===== src/rtl/sum_bcd_converter.sv =====
// sum_bcd_converter
//   Converts a 32-bit unsigned sum into 8 packed BCD digits using a
//   sequential double-dabble over 32 clock edges.
//
//   The done_in level may come from a slower, divided-clock domain. It is
//   synchronised, and only its rising edge starts a conversion, and only
//   while the converter is idle. Each result stays on bcd_out/overflow until
//   the next conversion completes.
//
// Parameters
//   SAT_EN   1: clamp bcd_out to 0x99999999 when the sum exceeds 8 digits
//            0: present the low 8 digits unmodified
// Ports
//   clk      system clock, rising-edge active
//   rst      asynchronous active-low reset
//   done_in  completion level from the summing controller
//   sum_in   binary sum; captured on the trigger edge
//   bcd_out  8 packed BCD digits, most significant digit in [31:28]
//   valid    bcd_out holds a completed conversion
//   busy     conversion in progress
//   overflow last converted sum exceeded 99,999,999

module sum_bcd_converter #(
    parameter bit SAT_EN = 1'b1
) (
    input  logic        clk,
    input  logic        rst,
    input  logic        done_in,
    input  logic [31:0] sum_in,
    output logic [31:0] bcd_out,
    output logic        valid,
    output logic        busy,
    output logic        overflow
);

    typedef enum logic {StIdle, StConv} state_e;

    state_e      state_q, state_d;
    logic        s1_q, s2_q, s3_q;
    logic        s1_d, s2_d, s3_d;
    logic [4:0]  cnt_q, cnt_d;
    logic [31:0] bin_q, bin_d;
    logic [39:0] scr_q, scr_d;
    logic [31:0] bcd_q, bcd_d;
    logic        valid_q, valid_d;
    logic        busy_q, busy_d;
    logic        ovf_q, ovf_d;

    logic [39:0] scr_adj;
    logic [39:0] scr_step;
    logic        step_ovf;
    logic        trigger;

    always_comb begin
        // Double-dabble correction: every digit >= 5 gets +3 before the shift.
        for (int i = 0; i < 10; i++) begin
            scr_adj[i*4 +: 4] = (scr_q[i*4 +: 4] >= 4'd5) ? scr_q[i*4 +: 4] + 4'd3
                                                            : scr_q[i*4 +: 4];
        end
        scr_step = {scr_adj[38:0], bin_q[31]};
        step_ovf = |scr_step[39:32];

        // s3 holds the previous s2, so a held-high level only triggers once.
        trigger = s2_q & ~s3_q & (state_q == StIdle);

        state_d = state_q;
        s1_d    = done_in;
        s2_d    = s1_q;
        s3_d    = s2_q;
        cnt_d   = cnt_q;
        bin_d   = bin_q;
        scr_d   = scr_q;
        bcd_d   = bcd_q;
        valid_d = valid_q;
        busy_d  = busy_q;
        ovf_d   = ovf_q;

        case (state_q)
            StIdle: begin
                if (trigger) begin
                    state_d = StConv;
                    bin_d   = sum_in;
                    scr_d   = '0;
                    cnt_d   = '0;
                    busy_d  = 1'b1;
                    valid_d = 1'b0;
                end
            end
            StConv: begin
                scr_d = scr_step;
                bin_d = {bin_q[30:0], 1'b0};
                cnt_d = cnt_q + 5'd1;
                // Last of 32 steps: publish the post-step scratch.
                if (cnt_q == 5'd31) begin
                    state_d = StIdle;
                    busy_d  = 1'b0;
                    valid_d = 1'b1;
                    ovf_d   = step_ovf;
                    bcd_d   = (SAT_EN && step_ovf) ? 32'h9999_9999 : scr_step[31:0];
                end
            end
            default: state_d = StIdle;
        endcase
    end

    always_ff @(posedge clk or negedge rst) begin
        if (!rst) begin
            state_q <= StIdle;
            s1_q    <= 1'b0;
            s2_q    <= 1'b0;
            s3_q    <= 1'b0;
            cnt_q   <= '0;
            bin_q   <= '0;
            scr_q   <= '0;
            bcd_q   <= '0;
            valid_q <= 1'b0;
            busy_q  <= 1'b0;
            ovf_q   <= 1'b0;
        end else begin
            state_q <= state_d;
            s1_q    <= s1_d;
            s2_q    <= s2_d;
            s3_q    <= s3_d;
            cnt_q   <= cnt_d;
            bin_q   <= bin_d;
            scr_q   <= scr_d;
            bcd_q   <= bcd_d;
            valid_q <= valid_d;
            busy_q  <= busy_d;
            ovf_q   <= ovf_d;
        end
    end

    assign bcd_out  = bcd_q;
    assign valid    = valid_q;
    assign busy     = busy_q;
    assign overflow = ovf_q;

endmodule

===== config.mk =====
export PLATFORM = sky130hd
export DESIGN_NAME = sum_bcd_converter
export DESIGN_NICKNAME = d
export VERILOG_FILES = /design/src/rtl/sum_bcd_converter.sv
export SDC_FILE = /design/constraint.sdc
export NUM_CORES = 1
export LEC_CHECK = 0
export ABC_AREA = 1
export ABC_CLOCK_PERIOD_IN_PS = 1800
export CORE_MARGIN = 10
export CORE_UTILIZATION = 35
export CTS_CLUSTER_SIZE = 20
export DETAILED_ROUTE_END_ITERATION = 7
export SLEW_MARGIN = 15
export SYNTH_ARGS = -nofsm -noshare
export SYNTH_HDL_FRONTEND = slang
export SYNTH_SLANG_ARGS = --single-unit

===== constraint.sdc =====
create_clock -name clk -period 1.8 [get_ports clk]
set_input_delay 0.36 -clock clk [delete_from_list [all_inputs] [get_ports clk]]
set_output_delay 0.36 -clock clk [all_outputs]
set_load 0.005 [all_outputs]

# After elaboration in Yosys (flattened, before gate mapping)
# Index checks and enable logic that the tools add are counted.
# Widths: inputs -> output; s select.
# op_classes
n_addsub	11
order_cmp	10
eq_ne	3
n_mux	26
n_bitwise	4
reduce_logical	3
# ops
cell	count
$pmux 40 s2	1
$mux 32	2
$pmux 32 s2	1
$ge 4x3->1 const B	10
$mux 40	1
$add 4x2->4 const B	9
$mux 4	9
$pmux 5 s2	1
$reduce_or 8->1	1
$mux 1	6
$pmux 1 s2	3
$add 5x1->5 const B	1
$eq 5x5->1 const B	1
$mux 5	1
$reduce_and 2->1	2
$add 3x2->3 const B	1
$mux 3	1
$and 1x1->1	2
$ne 2x1->1 const B	1
$ne 2x2->1 const B	1
$not 1->1	2
# totals
ff_bits	116
in_bits	35

# Depth between registers and ports, before layout
# depth
word_depth	5
ltp_mapped	14
mapped_depth_nobuf	13

# Worst setup path after synthesis
# No wires, ideal clock.
# synth_path
path_kind	reg-to-reg
start	register cnt_q[0]
end	register bcd_q[15] (netlist: bcd_out[15])
setup_time_ns	0.113
arrival_ns	1.619
required_ns	1.687
setup_slack_ns	0.068
stages_incl_launch_ff	11
synth_period_minus_slack_ns	1.732
cell_sequence	dfrtp_1 ha_1 nand2_1 nor2_1 ha_1 nand2_2 clkinv_2 clkbuf_1 or2_2 nand2_1 inv_1
# synth_via
elab_chain_cells	2
# synth_rtl
element	line	text
start: declaration	41	logic [4:0] cnt_q, cnt_d;
start signal: assignment	124	cnt_q <= cnt_d;
$eq 5x5->1	94	if (cnt_q == 5'd31) begin
$reduce_and 2->1 (no source line)	n/a	
end signal: assignment	115	bcd_q <= '0;
end signal: assignment	127	bcd_q <= bcd_d;
end: declaration	44	logic [31:0] bcd_q, bcd_d;
# Every way passes these cells.
# A chain may end at the register's enable or synchronous reset.

# Worst setup path after layout
# layout_path
start	register cnt_q[1]
end	register bcd_q[30] (netlist: bcd_out[30])
# Same word-level chain as after synthesis.

==> results.json <==
{
  "clock-root-buffer": "clkbuf_16",
  "final_util_pct": 47.8,
  "synth-seq-cells": 116,
  "finalCritPeriodShare_pct": 101,
  "grt-ovfl-total": 0,
  "clkTransAtPathRegs_ns": 0.06,
  "status": "finished with violations",
  "finalNetCount": 854,
  "r2r_cells": 13,
  "end_kind": "flop",
  "cts_made_buffers": 17,
  "synthToLayoutAreaGrowth_pct": 32.6,
  "syn_inst": 697,
  "clock_latency_ns": 0.42,
  "crit_buf_inv": 2,
  "ant_nets": 0,
  "setup_viol": 11,
  "cts_tree": "built",
  "num_rows": 47,
  "timing.rr.end": "bcd_out[30]",
  "io_pins": 70,
  "holdWs_ns": 0.353,
  "pre_cts_slack_ns": 0.0287,
  "timing.fmax_ghz": 0.548,
  "yosysWarnings": 0,
  "critPathRequiredTime_ns": 2.16,
  "via_per_inst": 4.71,
  "drtPass1Iterations": 5,
  "timing.rr.start": "cnt_q[1]",
  "routed.top_layer": "met4",
  "grt_max_degree": 58,
  "worstSetupPathDepth": 13,
  "critPathKind": "reg2reg",
  "drc": 0,
  "start_kind": "flop",
  "power_uw": 15400,
  "setup_slack_ns": -0.0251,
  "rsz0062_at_grt": "yes",
  "ir_drop_mv": 0.991,
  "path_cells": "ha_2, nand2_2, nor2_2, ha_2, nand2_2, clkinv_2, nand2_2, nor2_4, nand2_4, nor2_8, clkbuf_16, nand3b_4, nand2_2",
  "finClkSkew_ns": 0.0114,
  "met3_length_um": 726,
  "crit_slowest_cell": "dfrtp_1",
  "wirelength_um": 14700,
  "syn-cell-area_um2": 6020,
  "drtIter0Drc": 271,
  "dieArea_um2": 22800,
  "synth_nets": 754,
  "cts_num_sinks": 116,
  "drv_cap": 0,
  "layout-drive-gt1-share_pct": 19.4,
  "yosysSeqAreaShare_pct": 48.2,
  "wl_per_cell_um": 14.3,
  "die_w_um": 151,
  "max_stage_delay_ns": 0.35,
  "layout_commonest_cell": "nand2_1",
  "wl_met1_um": 7060,
  "finalCriticalPeriod_ns": 1.83,
  "drv_slew": 0,
  "diodes": 0,
  "cp_max_fo": 5,
  "avgSynthCellArea_um2": 8.64,
  "powerDensity_nw_per_um2": 1930,
  "globalplace.congestion": 0.838,
  "regToRegSetupSlack_ns": -0.03,
  "synth_cell_types": 33,
  "relSlewSlack_pct": 70.3,
  "wl_met2_um": 6740,
  "hpwl_um": 9750,
  "cpLargestDelayFamily": "simple AND/OR/NAND/NOR gates",
  "worst_pin_slew_ns": 0.446,
  "p_leak_uw": 0.00391,
  "grt_usage_pct": 13.2,
  "core-area_um2": 16700,
  "hold_viol": 0,
  "worst_path_most_repeated_cell": "nand2_2",
  "port_buffers": 69,
  "fillers": 1636,
  "critPathArrivalTime_ns": 2.18,
  "hp-class": "reg2reg",
  "grt_pass1_wl_um": 24100,
  "num_vias": 4849,
  "fp.dieH_um": 151,
  "cp-endpoint": "bcd_out[30]",
  "crit_start": "cnt_q[1]",
  "htreeDepth": 4,
  "start_util_pct": 36.1,
  "grt_pass1_vias": 4904,
  "antenna_found_initial": 0,
  "violations": "negative setup slack",
  "cts_buffer_depth": 2,
  "layout_common_cells": "nand2_1, dfrtp_1, inv_1"
}
[worst reg2reg max path: cells and delay by family (launching register included)]
kind          cells  cell delay [ns]
simple gates      9             0.79
buf+inv           2             0.27
fa+ha+maj         2             0.37
flops             1             0.35
[metal layers]
| metal | GRT usage (%) | vias to the layer above |
|---|---|---|
| met5 | 0 | - |
| met1 | 16.7 | 2300 |
| met4 | 4.38 | 0 |
| met3 | 4.15 | 13 |
| li1 | - | 2449 |
| met2 | 21.0 | 87 |
[state kept, by name, summed over array words and instances, names as in the netlist]
name and cells:
s1_q 1, bcd_out 32, s2_q 1, valid 1, bin_q 32, overflow 1, scr_q 40, cnt_q 5
busy 1, state_q 1, s3_q 1
[logic make-up after synthesis]
group / Yosys count / share of synthesized area [%]
AO/OA/AOI/OAI: 104 / 10.3
XOR/XNOR: 8 / 1.16
adder cells (fa/ha/maj): 22 / 4.57
buffers and inverters: 120 / 8.58
flip-flops: 116 / 48.2
AND/OR/NAND/NOR: 327 / 27.1
[worst min-delay path by stage]
| stage | from | end | slack (ns) | cells after the start |
|---|---|---|---|---|
| after floorplan | rst | bcd_out[0] | 0.06 | 0 |
| after global placement | rst | scr_q[25] | 0.29 | 1 |
| after detailed placement | rst | scr_q[25] | 0.30 | 1 |
| after CTS | s1_q | s2_q | 0.35 | 0 |
| after global routing | s1_q | s2_q | 0.37 | 0 |
| final | s1_q | s2_q | 0.35 | 0 |
[synthesized netlist by cell type (all sizes together)]
master | n | area [um2]
nand2 | 222 | 913
dfrtp | 116 | 2900
inv | 92 | 345
nand3 | 51 | 363
o21ai | 51 | 255
nor2 | 25 | 153
ha | 22 | 275
clkbuf | 17 | 63.8
o211ai | 17 | 128
o22ai | 16 | 100
or2 | 16 | 100
buf | 10 | 103
a21oi | 9 | 45.0
nand3b | 8 | 72.6
o221ai | 8 | 70.1
xor2 | 8 | 70.1
nand4 | 5 | 31.3
a22o | 2 | 17.5
clkinv | 1 | 5.00
o21a | 1 | 7.51
[area by class of cell]
class / instances / area (um2) / share of cell area (%)
clock buffer: 18 / 429 / 5.38
timing repair buffer: 108 / 1130 / 14.2
sequential: 116 / 2900 / 36.4
multi-input combinational: 461 / 2690 / 33.7
inverter: 93 / 350 / 4.39
tap: 220 / 275 / 3.45
clock inverter: 14 / 201 / 2.52
[power breakdown]
part	internal, uW	switching (uW)
logic	3180	4090
clock network	2330	1290
registers	3770	740
total	9280	6120
[through the flow]
step,setup TNS (ns),std cells,instance area [um2]
2_1_floorplan,0,697,6020
3_3_place_gp,0,983,7100
3_5_place_dp,0,983,7100
4_1_cts,-0.0965,1018,7760
5_1_grt,-2.10,1030,7980
6_report,-0.164,1030,7980
[timing repair]
| action | in CTS | in global routing |
|---|---|---|
| pin swaps | 1 | 11 |
| endpoints found under the hold margin | 16 | 0 |
| setup endpoints to repair | 15 | 33 |
| hold buffers | 1 | 0 |
| gates cloned | 0 | 2 |
| resized for setup | 0 | 26 |
| setup buffers | 2 | 11 |
Power figures use the tool's default switching activity.
